`src/rtl/obstacle_pkg.sv`:
```
// obstacle_pkg: shared FSM state, slot record, grid sizes and cell-geometry helpers
package obstacle_pkg;
   typedef enum logic [1:0] {IDLE, LOAD, ACTIVE} state_t;
   typedef struct packed {
      logic [4:0] col;
      logic [4:0] row;
      logic       valid;
      logic       move;
   } slot_t;
   localparam int GRID_COLS = 32;
   localparam int GRID_ROWS = 24;
   function automatic logic [10:0] cell_org(input logic [4:0] idx, input int size);
      return 11'(1 + int'(idx) * size);
   endfunction
   function automatic logic in_span(input logic [9:0] p, input logic [10:0] org, input int size);
      return ({1'b0, p} >= org) && ({1'b0, p} < org + 11'(size));
   endfunction
endpackage

```
`src/rtl/obstacle_level_rom.sv`:
```
// obstacle_level_rom: combinational level table addressed by {level[2:0], slot[4:0]}
module obstacle_level_rom
   import obstacle_pkg::*;
(
   input  logic [7:0] i_addr,
   output slot_t      o_slot
);
   logic [1:0] w_lvl;
   logic [4:0] w_s;
   assign w_lvl = i_addr[6:5];
   assign w_s   = i_addr[4:0];
   // levels 0..3 are base layouts; levels 4..7 are their vertical mirrors
   always_comb begin
      o_slot = '0;
      if (w_lvl == 2'd0 && w_s < 5'd16)
         o_slot = '{col: 5'd11 + {2'b0, w_s[2:0]}, row: w_s[3] ? 5'd19 : 5'd5, valid: 1'b1, move: 1'b0};
      else if (w_lvl == 2'd1 && w_s < 5'd4)
         o_slot = '{col: w_s == 5'd0 ? 5'd31 : w_s == 5'd1 ? 5'd0 : w_s == 5'd2 ? 5'd15 : 5'd30,
                    row: w_s == 5'd0 ? 5'd2 : w_s == 5'd1 ? 5'd10 : w_s == 5'd2 ? 5'd12 : 5'd23,
                    valid: 1'b1, move: ~w_s[0]};
      else if (w_lvl == 2'd2 && w_s < 5'd24)
         o_slot = '{col: w_s, row: w_s, valid: 1'b1, move: w_s[0]};
      else if (w_lvl == 2'd3)
         o_slot = '{col: {w_s[3:0], w_s[4]}, row: w_s[4] ? 5'd23 : 5'd0, valid: 1'b1, move: 1'b0};
      if (i_addr[7])
         o_slot.row = 5'd23 - o_slot.row;
   end
endmodule

```
`src/rtl/obstacle_engine.sv`:
```
// obstacle_engine: loads obstacle levels from ROM, drives the VGA obstacle region and the sticky crash flag.
// Define OBSTACLE_MOVE_EN to let move_tick shift moving obstacles one column right (wrapping 31 -> 0).
module obstacle_engine
   import obstacle_pkg::*;
#(
   parameter int NUM_OBS    = 16,
   parameter int NUM_LEVELS = 4,
   parameter int CELL_W     = 20,
   parameter int CELL_H     = 16
)(
   input  logic                          clk,
   input  logic                          reset,
   input  logic                          en,
   input  logic                          load,
   input  logic [$clog2(NUM_LEVELS)-1:0] level_sel,
   input  logic [9:0]                    snake_head_x,
   input  logic [9:0]                    snake_head_y,
   input  logic                          head_valid,
   input  logic                          move_tick,
   input  logic                          crash_clr,
   input  logic [9:0]                    pixel_x,
   input  logic [9:0]                    pixel_y,
   output logic                          obstacle_region,
   output logic                          crashed,
   output logic                          busy
);
   localparam int LW = $clog2(NUM_LEVELS);
   localparam int SW = (NUM_OBS > 1) ? $clog2(NUM_OBS) : 1;

   state_t             r_state;
   logic [LW-1:0]      r_level;
   logic [SW-1:0]      r_idx;
   logic               r_busy;
   logic               r_region;
   logic               r_crashed;
   logic [4:0]         r_col [NUM_OBS];
   logic [4:0]         r_row [NUM_OBS];
   logic [NUM_OBS-1:0] r_valid;
   slot_t              w_rom;
   logic               w_active;
   logic               w_load_acc;
   logic               w_last;
   logic               w_hit;
   logic               w_head_hit;

`ifdef OBSTACLE_MOVE_EN
   logic [NUM_OBS-1:0] r_move;
`else
   logic [1:0]         w_unused_move;
   assign w_unused_move = {w_rom.move, move_tick};
`endif

   assign w_active        = r_state == ACTIVE;
   assign w_load_acc      = load && r_state != LOAD;
   assign w_last          = r_idx == SW'(NUM_OBS - 1);
   assign obstacle_region = r_region;
   assign crashed         = r_crashed;
   assign busy            = r_busy;

   obstacle_level_rom u_rom (
      .i_addr ({3'(r_level), 5'(r_idx)}),
      .o_slot (w_rom)
   );

   // level-load sequencer: one slot per LOAD cycle; busy mirrors the LOAD state
   always_ff @(posedge clk) begin
      if (reset) begin
         r_state <= IDLE;
         r_level <= '0;
         r_idx   <= '0;
         r_busy  <= 1'b0;
      end else if (r_state == LOAD) begin
         r_idx <= r_idx + 1'b1;
         if (w_last) begin
            r_state <= ACTIVE;
            r_busy  <= 1'b0;
         end
      end else if (load) begin
         r_state <= LOAD;
         r_level <= level_sel;
         r_idx   <= '0;
         r_busy  <= 1'b1;
      end
   end

   // slot table: written from ROM during LOAD, optionally shifted by move_tick in ACTIVE
   always_ff @(posedge clk) begin
      if (reset) begin
         r_valid <= '0;
      end else if (r_state == LOAD) begin
         r_col[r_idx]   <= w_rom.col;
         r_row[r_idx]   <= w_rom.row;
         r_valid[r_idx] <= w_rom.valid;
`ifdef OBSTACLE_MOVE_EN
         r_move[r_idx]  <= w_rom.move;
      end else if (w_active && move_tick) begin
         for (int i = 0; i < NUM_OBS; i++)
            if (r_move[i]) r_col[i] <= r_col[i] + 5'd1;
`endif
      end
   end

   // geometry match of the scan pixel and the head origin against every valid slot
   always_comb begin
      w_hit      = 1'b0;
      w_head_hit = 1'b0;
      for (int i = 0; i < NUM_OBS; i++) begin
         w_hit = w_hit | (r_valid[i]
                 && in_span(pixel_x, cell_org(r_col[i], CELL_W), CELL_W)
                 && in_span(pixel_y, cell_org(r_row[i], CELL_H), CELL_H));
         w_head_hit = w_head_hit | (r_valid[i]
                 && {1'b0, snake_head_x} == cell_org(r_col[i], CELL_W)
                 && {1'b0, snake_head_y} == cell_org(r_row[i], CELL_H));
      end
   end

   // registered region output and sticky crash flag (an accepted load clears, a hit beats crash_clr)
   always_ff @(posedge clk) begin
      if (reset) begin
         r_region  <= 1'b0;
         r_crashed <= 1'b0;
      end else begin
         r_region  <= en && w_active && w_hit;
         r_crashed <= w_load_acc ? 1'b0
                    : (head_valid && en && w_active && w_head_hit) ? 1'b1
                    : crash_clr ? 1'b0 : r_crashed;
      end
   end
endmodule

```
`config.mk`:
```
export PLATFORM = sky130hd
export DESIGN_NAME = obstacle_engine
export DESIGN_NICKNAME = d
export VERILOG_FILES = /design/src/rtl/obstacle_pkg.sv /design/src/rtl/obstacle_level_rom.sv /design/src/rtl/obstacle_engine.sv
export SDC_FILE = /design/constraint.sdc
export NUM_CORES = 1
export LEC_CHECK = 0
export ABC_AREA = 1
export CELL_PAD_IN_SITES_DETAIL_PLACEMENT = 1
export CELL_PAD_IN_SITES_GLOBAL_PLACEMENT = 1
export CORE_ASPECT_RATIO = 1.25
export CORE_UTILIZATION = 35
export CTS_CLUSTER_SIZE = 24
export DETAILED_ROUTE_END_ITERATION = 6
export HOLD_SLACK_MARGIN = 0.15
export PLACE_DENSITY_LB_ADDON = 0.1
export SLEW_MARGIN = 30
export SYNTH_ARGS = -nofsm -noshare
export SYNTH_HDL_FRONTEND = slang
export SYNTH_SLANG_ARGS = --single-unit
```
`constraint.sdc`:
```
create_clock -name clk -period 3.98 [get_ports clk]
set_clock_uncertainty 0.15 [all_clocks]
set_input_delay 0.995 -clock clk [delete_from_list [all_inputs] [get_ports clk]]
set_output_delay 0.995 -clock clk [all_outputs]
set_load 0.005 [all_outputs]
```
=== After elaboration in Yosys (flattened, before gate mapping) ===
Memory sizes are Yosys's and may differ from the RTL's.
Index checks and enable logic that the tools add are counted.

* Bits in registers: 27
* Memory bits (writable): 160
* Bits of input ports: 49
* Output and inout bits: 3
* Word-level logic and storage cells: 374
* Memories kept: 2

{| class="wikitable"
|+ Memories
! name !! words !! width !! rd ports !! clocked after Yosys merged registers in !! write ports !! line !! source
|-
| r_col || 16 || 5 || 16 || 0 || 1 || obstacle_engine.sv:36 || <nowiki>logic [4:0] r_col [NUM_OBS];</nowiki>
|-
| r_row || 16 || 5 || 16 || 0 || 1 || obstacle_engine.sv:37 || <nowiki>logic [4:0] r_row [NUM_OBS];</nowiki>
|}

* $add $sub $neg: 66
* Multipliers: 16
* Order comparisons: 69
* Eq/ne operators: 42
* Multiplexer cells: 27
* Bitwise logic cells: 32
* Reductions and logical operators: 113

{| class="wikitable"
|+ Operator list
! kind !! number
|-
| adder 11 x 5 -> 11 bit (second input constant) || 32
|-
| >= comparator 10 x 11 -> 1 bit || 32
|-
| < comparator 10 x 11 -> 1 bit || 32
|-
| equality test 10 x 11 -> 1 bit || 16
|-
| adder 1 x 10 -> 11 bit (first input constant) || 15
|-
| adder 1 x 9 -> 10 bit (first input constant) || 16
|-
| equality test 10 bit || 16
|-
| multiplier 5 x 3 -> 8 bit (second input constant) || 16
|-
| logical AND 1 bit || 106
|-
| 2-to-1 mux 12 bit || 4
|-
| 2-to-1 mux 5 bit || 7
|-
| bitwise OR 1 bit || 30
|-
| bitwise mux 16 bit || 1
|-
| < comparator 4 x 5 -> 1 bit (second input constant) || 3
|-
| adder 2 x 11 -> 11 bit (first input constant) || 1
|-
| 2-to-1 mux 1 bit || 9
|-
| 2-to-1 mux 4 bit || 2
|-
| equality test 2 bit (second input constant) || 3
|-
| 2-to-1 mux 2 bit || 3
|-
| adder 4 x 3 -> 5 bit (first input constant) || 1
|-
| logical NOT 5 bit || 1
|-
| adder 4 x 1 -> 4 bit (second input constant) || 1
|-
| demux 1 bit (select 4 bit) || 1
|-
| equality test 2 x 1 -> 1 bit (second input constant) || 2
|-
| other kinds (12) || 15
|}

=== Longest topological paths before layout ===
Gate-level depths: netlist of the first run.
An unclocked memory read counts as a cell.

* Depth in word-level cells: 24
* Depth in mapped cells: 22
* Depth with buffers taken out: 22

=== Cells and area by module ===
A second synthesis of the first run with hierarchy kept.

* Cells, all modules: 3377
* Area, all modules: 25463.2 um^2

{| class="wikitable"
|+ By module, submodules not included
! module !! instances !! cells an instance !! area an instance (um^2) !! seq. area each (um^2)
|-
| obstacle_engine || 1 || 3287 || 24946.4 || 5325.1
|-
| obstacle_level_rom || 1 || 90 || 516.7 || 0.0
|}

=== Worst setup path before layout of the first run ===
OpenSTA, ideal clock, no wires.

* Path type: register to register
* From: mem r_col[2][1]
* To: reg r_region, in the netlist obstacle_region
* Library setup time: 0.064 ns
* Data arrival time: 2.926 ns
* Data required time: 3.766 ns
* Setup slack: 0.840 ns
* Stages on the path, launching flop included: 18
* Path buffers: 0
* Clock period less this slack: 3.140 ns
* Cell sequence: edfxtp_1 > ha_1 > ha_1 > fa_1 > inv_1 > nor3_1 > xnor2_1 > ha_1 > a21o_1 > a21oi_1 > nand3_1 > nor2_1 > nand3_1 > nand2_1 > nor2_1 > nand2_1 > nor2_1 > nor2_1

{| class="wikitable"
|+ RTL lines
! element !! line !! source
|-
| start, declared || obstacle_engine.sv:36 ||
|-
| end signal, assigned || obstacle_engine.sv:123 || <nowiki>r_region <= en && w_active && w_hit;</nowiki>
|-
| end, declared || obstacle_engine.sv:34 || <nowiki>logic r_region;</nowiki>
|}

==> impl_metrics.json, run 1 <==
{
  "status": "completed",
  "drt_iter0_markers": 1078,
  "synth_compound_area_frac": 0.1041,
  "die_y_um": 300.5,
  "leakage_nw": 13.68,
  "worstSkewPairLatency_ns": 0.48,
  "clk_pin_slew_ns": 0.08,
  "synth.avg_cell_area_um2": 7.702,
  "track_usage": 0.2692,
  "firstDrtPassIters": 5,
  "grt_max_degree": 49,
  "drv_cap": 0,
  "synth_top_family_by_area": "adder cells",
  "nFillCells": 8800,
  "critPathCaptureType": "flop",
  "crit_required_ns": 4.25,
  "cp_num_cells": 19,
  "synth.yosys.seq_area_share": 0.2135,
  "synth_area_um2": 24950,
  "antennaDiodeCount": 0,
  "crit_slowest_cell": "fa_1",
  "timing.setup.tns_ns": 0,
  "min_path_cells": 2,
  "place.gp.congestion": 0.9141,
  "rows": 109,
  "yosys_warnings": 0,
  "max_stage_delay_ns": 0.50,
  "design.final.nets": 4032,
  "slew_headroom": 0.3822,
  "post_synth_and_or_nand_nor_area_fraction": 0.2249,
  "ys_ff_latch": 186,
  "crit_family": "simple AND/OR/NAND/NOR gates",
  "drc": 0,
  "synthToLayoutAreaGrowth_pct": 12.22,
  "finalWorstSetupSlack_ns": 0.1873,
  "start_util": 0.3531,
  "r2r_cells": 19,
  "finalSetupViolCount": 0,
  "muxShareOfSynthArea": 0,
  "syn_nets": 3870,
  "clock.fmax_mhz": 263.7,
  "regArea_um2": 5325,
  "synthAdderAreaFrac": 0.2967,
  "yosysUniqueCellTypes": 44,
  "synthCells": 3239,
  "synth_edf_count": 160,
  "multi_input_area_um2": 17890,
  "dpl.hpwl_um": 76440,
  "grt_pass1_vias": 24710,
  "synth-main-ff-cell": "edfxtp_1",
  "clock-sinks": 186,
  "arrival_ns": 4.06,
  "numCtsBuffers": 17,
  "hold_viol": 0,
  "cp-start-kind": "flop",
  "crit_chain": "ha_1, ha_1, inv_1, fa_1, inv_1, nand2_1, nor3_1, a21oi_1, ha_1, and3_1, o211ai_1, nand3_1, nor2_1, nand4_1, nand2_1, nor2_1, nand2_1, nor2_1, nor2_1",
  "path_buf_inv": 2,
  "ant_nets": 0,
  "die_w_um": 240.8,
  "top_level_ports": 52,
  "wl_per_cell_um": 22.13,
  "hold_buffers": 0,
  "min-delay-path-class": "reg2reg",
  "cp_max_fo": 4,
  "antenna_found_initial": 2,
  "cts_tree": "done",
  "routed_via_density": 5.354,
  "async_flop_share": 0,
  "grt_overflow": 0,
  "drive_above_1_share": 0.06796,
  "cts_buffer_depth": 2,
  "crit_top_cell": "nor2_1",
  "wirelength_um": 96430,
  "portBuffers": 50,
  "grt_pass1_wl_um": 144400,
  "synth_xor_xnor_area_share": 0.08933,
  "core_area_um2": 70650,
  "slew_violations": 0,
  "post-place-ws_ns": 0.1903,
  "min_period_ns": 3.793,
  "fp.dieArea_um2": 72350,
  "rsz0062_at_grt": "no",
  "fin_crit_sh": 0.9529,
  "worst-setup-path-type": "reg2reg",
  "p_per_area_nw_per_um2": 190.2,
  "num_vias": 23330,
  "cts_htree_levels": 4,
  "cts_root_buf": "clkbuf_16",
  "ir_worst_vdd_mv": 0.3097,
  "worstMarginPinSlew_ns": 0.9226
}
==> state kept, by name, indices dropped and copies added (netlist names) <==
name and count:
crashed 1, obstacle_region 1, r_col 80, r_idx 4, r_level 2, r_row 80
r_state 2, r_valid 16
==> per-layer routing <==
layer,routed length [µm],vias up,GRT usage
met5,0,-,0
met4,3942,0,0.1115
met3,3379,149,0.02347
met2,47020,432,0.4749
met1,42090,11430,0.3337
li1,-,11320,-
==> per-stage QoR <==
stage	cells	utilization	cell area, µm²	total power [mW]	hold WS [ns]
after floorplan	3239	-	24950	2.944	0.3007
after global placement	4323	0.3877	27390	3.568	0.3218
after detailed placement	4324	0.3881	27420	3.638	0.3371
after CTS	4356	0.3959	27970	5.367	0.3570
after global routing	4357	0.3962	27990	5.550	0.3908
final	4357	0.3962	27990	5.324	0.3548
==> worst min-delay path: cells and delay by family (launching register included) <==
family | cells | cell delay, ns
AOI/OAI and AO/OA | 1 | 0.06
and+or+nand+nor | 1 | 0.06
DFF | 1 | 0.33
==> final timing paths <==
check	endpoint	startpoint	slack, ns
max	obstacle_region	r_col[13][1]	0.19
min	r_valid[1]	r_valid[1]	0.35
max reg2reg	obstacle_region	r_col[13][1]	0.19
min reg2reg	r_valid[1]	r_valid[1]	0.35
==> cell usage after synthesis, types with 3 or more instances <==
| library cell | number | area (µm²) |
|---|---|---|
| nor2_1 | 307 | 1152 |
| buf_4 | 7 | 52.55 |
| nor4_1 | 5 | 31.28 |
| edfxtp_1 | 160 | 4805 |
| nand3_1 | 207 | 1036 |
| clkbuf_1 | 6 | 22.52 |
| o21ai_0 | 93 | 465.5 |
| fa_1 | 16 | 320.3 |
| inv_1 | 354 | 1329 |
| buf_2 | 17 | 85.08 |
| a211oi_1 | 12 | 90.09 |
| nor3_1 | 82 | 410.4 |
| a21o_1 | 47 | 352.8 |
| dfxtp_1 | 26 | 520.5 |
| xor2_2 | 4 | 65.06 |
| buf_6 | 12 | 135.1 |
| inv_2 | 25 | 93.84 |
| o211ai_1 | 19 | 142.6 |
| xor2_1 | 159 | 1393 |
| ha_1 | 566 | 7082 |
| nand2_1 | 621 | 2331 |
| a21oi_1 | 267 | 1336 |
| xnor2_1 | 88 | 770.7 |
| clkbuf_8 | 3 | 41.29 |
| and3_1 | 47 | 294.0 |
| o21ai_1 | 21 | 105.1 |
| o21a_1 | 5 | 37.54 |
| nand4_1 | 42 | 262.8 |
==> cell families after synthesis <==
group           Yosys count
flops                   186
fa+ha+maj               582
xor+xnor                251
compound gates          473
buf+inv                 426
simple gates           1321
==> power breakdown <==
group / switching [mW] / total, mW / internal [mW]
combinational: 0.937 / 1.42 / 0.480
sequential: 0.0165 / 2.17 / 2.16
clock: 0.866 / 1.73 / 0.868
==> cells in the final DEF (no fill, tap or decap), types with 5 or more instances in the layout <==
cell,n
a211oi_1,12
a21o_1,47
a21oi_1,266
and3_1,47
buf_12,10
buf_2,15
buf_4,129
clkbuf_16,17
clkdlybuf4s50_1,35
dfxtp_1,26
edfxtp_1,160
fa_1,16
ha_1,566
inv_1,354
inv_2,25
nand2_1,621
nand3_1,207
nand4_1,42
nor2_1,306
nor3_1,78
nor4_1,5
o211ai_1,19
o21a_1,5
o21ai_0,91
o21ai_1,22
xnor2_1,88
xor2_1,158
xor2_2,5
==> layout make-up <==
class                      count  share of cell area
clock buffer                  19             0.01547
clock inverter                13            0.004336
tap                          943             0.04215
timing repair buffer         190             0.05793
inverter                     379             0.05082
sequential                   186              0.1902
multi-input combinational   2627              0.6391
==> timing repair <==
| action | 4_1_cts | 5_1_grt |
|---|---|---|
| resized for setup | 0 | 3 |
| endpoints found under the hold margin | 0 | 0 |
| buffers inserted | 0 | 1 |
| endpoints found under the setup margin | 0 | 1 |
(Power assumes the default switching activity.)
==> run 2, diff against run 1 <==
Settings changed: CORE_ASPECT_RATIO 1.25 to unset, CTS_CLUSTER_DIAMETER set to 40.
==> run 2 against run 1 <==
Total power up 1.4%. Core utilization up 0.20 points. Sequential power about the same. Flip-flop and latch count unchanged. Setup slack better by 0.014 ns.
==> impl_metrics.json, run 2 (synthesis results as in run 1) <==
{
  "grt_max_degree": 42,
  "startpoint": "r_col[13][1]",
  "r2r_cells": 19,
  "antenna_found_initial": 0,
  "synthToLayoutAreaGrowth_pct": 12.18,
  "p_per_area_nw_per_um2": 193.0,
  "portBuffers": 50,
  "rsz0062_at_grt": "no",
  "place.gp.congestion": 0.9003,
  "finalSetupViolCount": 0,
  "cp_max_fo": 4,
  "crit_required_ns": 4.27,
  "drt_iter0_markers": 1228,
  "ir_worst_vdd_mv": 0.3068,
  "r2r_end": "obstacle_region",
  "max_stage_delay_ns": 0.49,
  "hold_viol": 0,
  "start_util": 0.3550,
  "timing.setup.tns_ns": 0,
  "numCtsBuffers": 17,
  "clock.fmax_mhz": 264.6,
  "routed_via_density": 5.351,
  "die_w_um": 269.0,
  "cts_htree_levels": 4,
  "wirelength_um": 95410,
  "grt_pass1_vias": 24230,
  "rows": 97,
  "num_vias": 23200,
  "dpl.hpwl_um": 72880,
  "fp.dieArea_um2": 72340,
  "clk_pin_slew_ns": 0.07,
  "cp-start-kind": "flop",
  "slew_headroom": 0.3631,
  "final_cell_mix": "621 x nand2_1, 566 x ha_1, 354 x inv_1",
  "worst_r2r_startpoint": "r_col[13][1]",
  "grt_pass1_wl_um": 144400,
  "ant_nets": 0,
  "min-delay-path-class": "reg2reg",
  "design.final.nets": 4014,
  "arrival_ns": 4.07,
  "critPathCaptureType": "flop",
  "drive_above_1_share": 0.06419,
  "hold_ws_ns": 0.3633,
  "grt_overflow": 0,
  "cts_tree": "done",
  "track_usage": 0.2676,
  "dpl_cell_area_um2": 27380,
  "leakage_nw": 13.64,
  "slew_violations": 0,
  "die_y_um": 269.0,
  "status": "completed",
  "final_common_cell": "nand2_1",
  "largest_registers": "r_col x80, r_row x80, r_valid x16",
  "drc": 0,
  "post_cts_buffers": 0,
  "path_buf_inv": 2,
  "worstSkewPairLatency_ns": 0.52,
  "clock-sinks": 186,
  "hold_buffers": 0,
  "fin_crit_sh": 0.9495,
  "firstDrtPassIters": 5,
  "worst-setup-path-type": "reg2reg",
  "core_area_um2": 70270,
  "cp_num_cells": 19,
  "crit_chain": "ha_1, ha_1, inv_1, fa_1, inv_1, nand2_1, nor3_1, a21oi_1, ha_1, and3_1, o211ai_1, nand3_1, nor2_4, nand4_1, nand2_1, nor2_1, nand2_1, nor2_1, nor2_1",
  "crit_family": "simple AND/OR/NAND/NOR gates",
  "drv_cap": 0,
  "p_total_mw": 5.401,
  "crit_end": "obstacle_region",
  "reg2reg_setup_slack_ns": 0.20,
  "final_cell_area_um2": 27980,
  "min_period_ns": 3.779,
  "top_level_ports": 52,
  "worstMarginPinSlew_ns": 0.9517,
  "antennaDiodeCount": 0,
  "wl_per_cell_um": 22.00,
  "crit_slowest_cell": "fa_1",
  "nFillCells": 8587,
  "cts_root_buf": "clkbuf_16",
  "ctsResizeCount": 0,
  "cts_buffer_depth": 2
}
[run 2: power breakdown]
part,switching (mW),internal (mW)
logic,0.922,0.473
registers,0.0156,2.16
clock network,0.900,0.933
total,1.84,3.56
[run 2: area by class of cell]
type	count	area [µm²]	share of cell area
clock buffer	17	425.4	0.01520
clock inverter	15	162.7	0.005813
inverter	379	1423	0.05084
multi-input combinational	2627	17900	0.6398
sequential	186	5325	0.1903
tap	940	1176	0.04203
timing repair buffer	172	1567	0.05598
[run 2: routing by layer]
metal	share of wire	GRT usage	vias to the layer above
met3	0.034	0.03187	115
met2	0.46	0.4485	375
li1	-	-	11290
met1	0.48	0.3602	11420
met5	0	0	-
met4	0.025	0.07402	0
[run 2: worst min-delay path, delay by kind of cell, from the launching register on]
kind / cells / cell delay (ns)
DFF: 1 / 0.33
and+or+nand+nor: 1 / 0.06
AOI/OAI and AO/OA: 1 / 0.07
[run 2: metrics by stage]
| step | util | setup slack [ns] | cells |
|---|---|---|---|
| 2_1_floorplan | - | 0.8402 | 3239 |
| 3_3_place_gp | 0.3896 | 0.2138 | 4304 |
| 3_5_place_dp | 0.3896 | 0.1182 | 4304 |
| 4_1_cts | 0.3979 | 0.08698 | 4336 |
| 5_1_grt | 0.3982 | 0.001969 | 4336 |
| 6_report | 0.3982 | 0.2009 | 4336 |
[run 2: worst min-delay path by stage]
stage	endpoint	slack (ns)	cells past startpoint	startpoint
2_1_floorplan	r_valid[3]	0.30	2	r_valid[3]
3_3_place_gp	r_valid[1]	0.33	2	r_valid[1]
3_5_place_dp	r_valid[1]	0.34	2	r_valid[1]
4_1_cts	r_valid[1]	0.36	2	r_valid[1]
5_1_grt	r_valid[1]	0.38	2	r_valid[1]
6_report	r_valid[1]	0.36	2	r_valid[1]
==> run 3, diff against run 2 <==
Settings changed: SLEW_MARGIN 30 to unset.
==> results of run 3 <==
No change in the layout: final DEF, timing and power equal those of run 2.
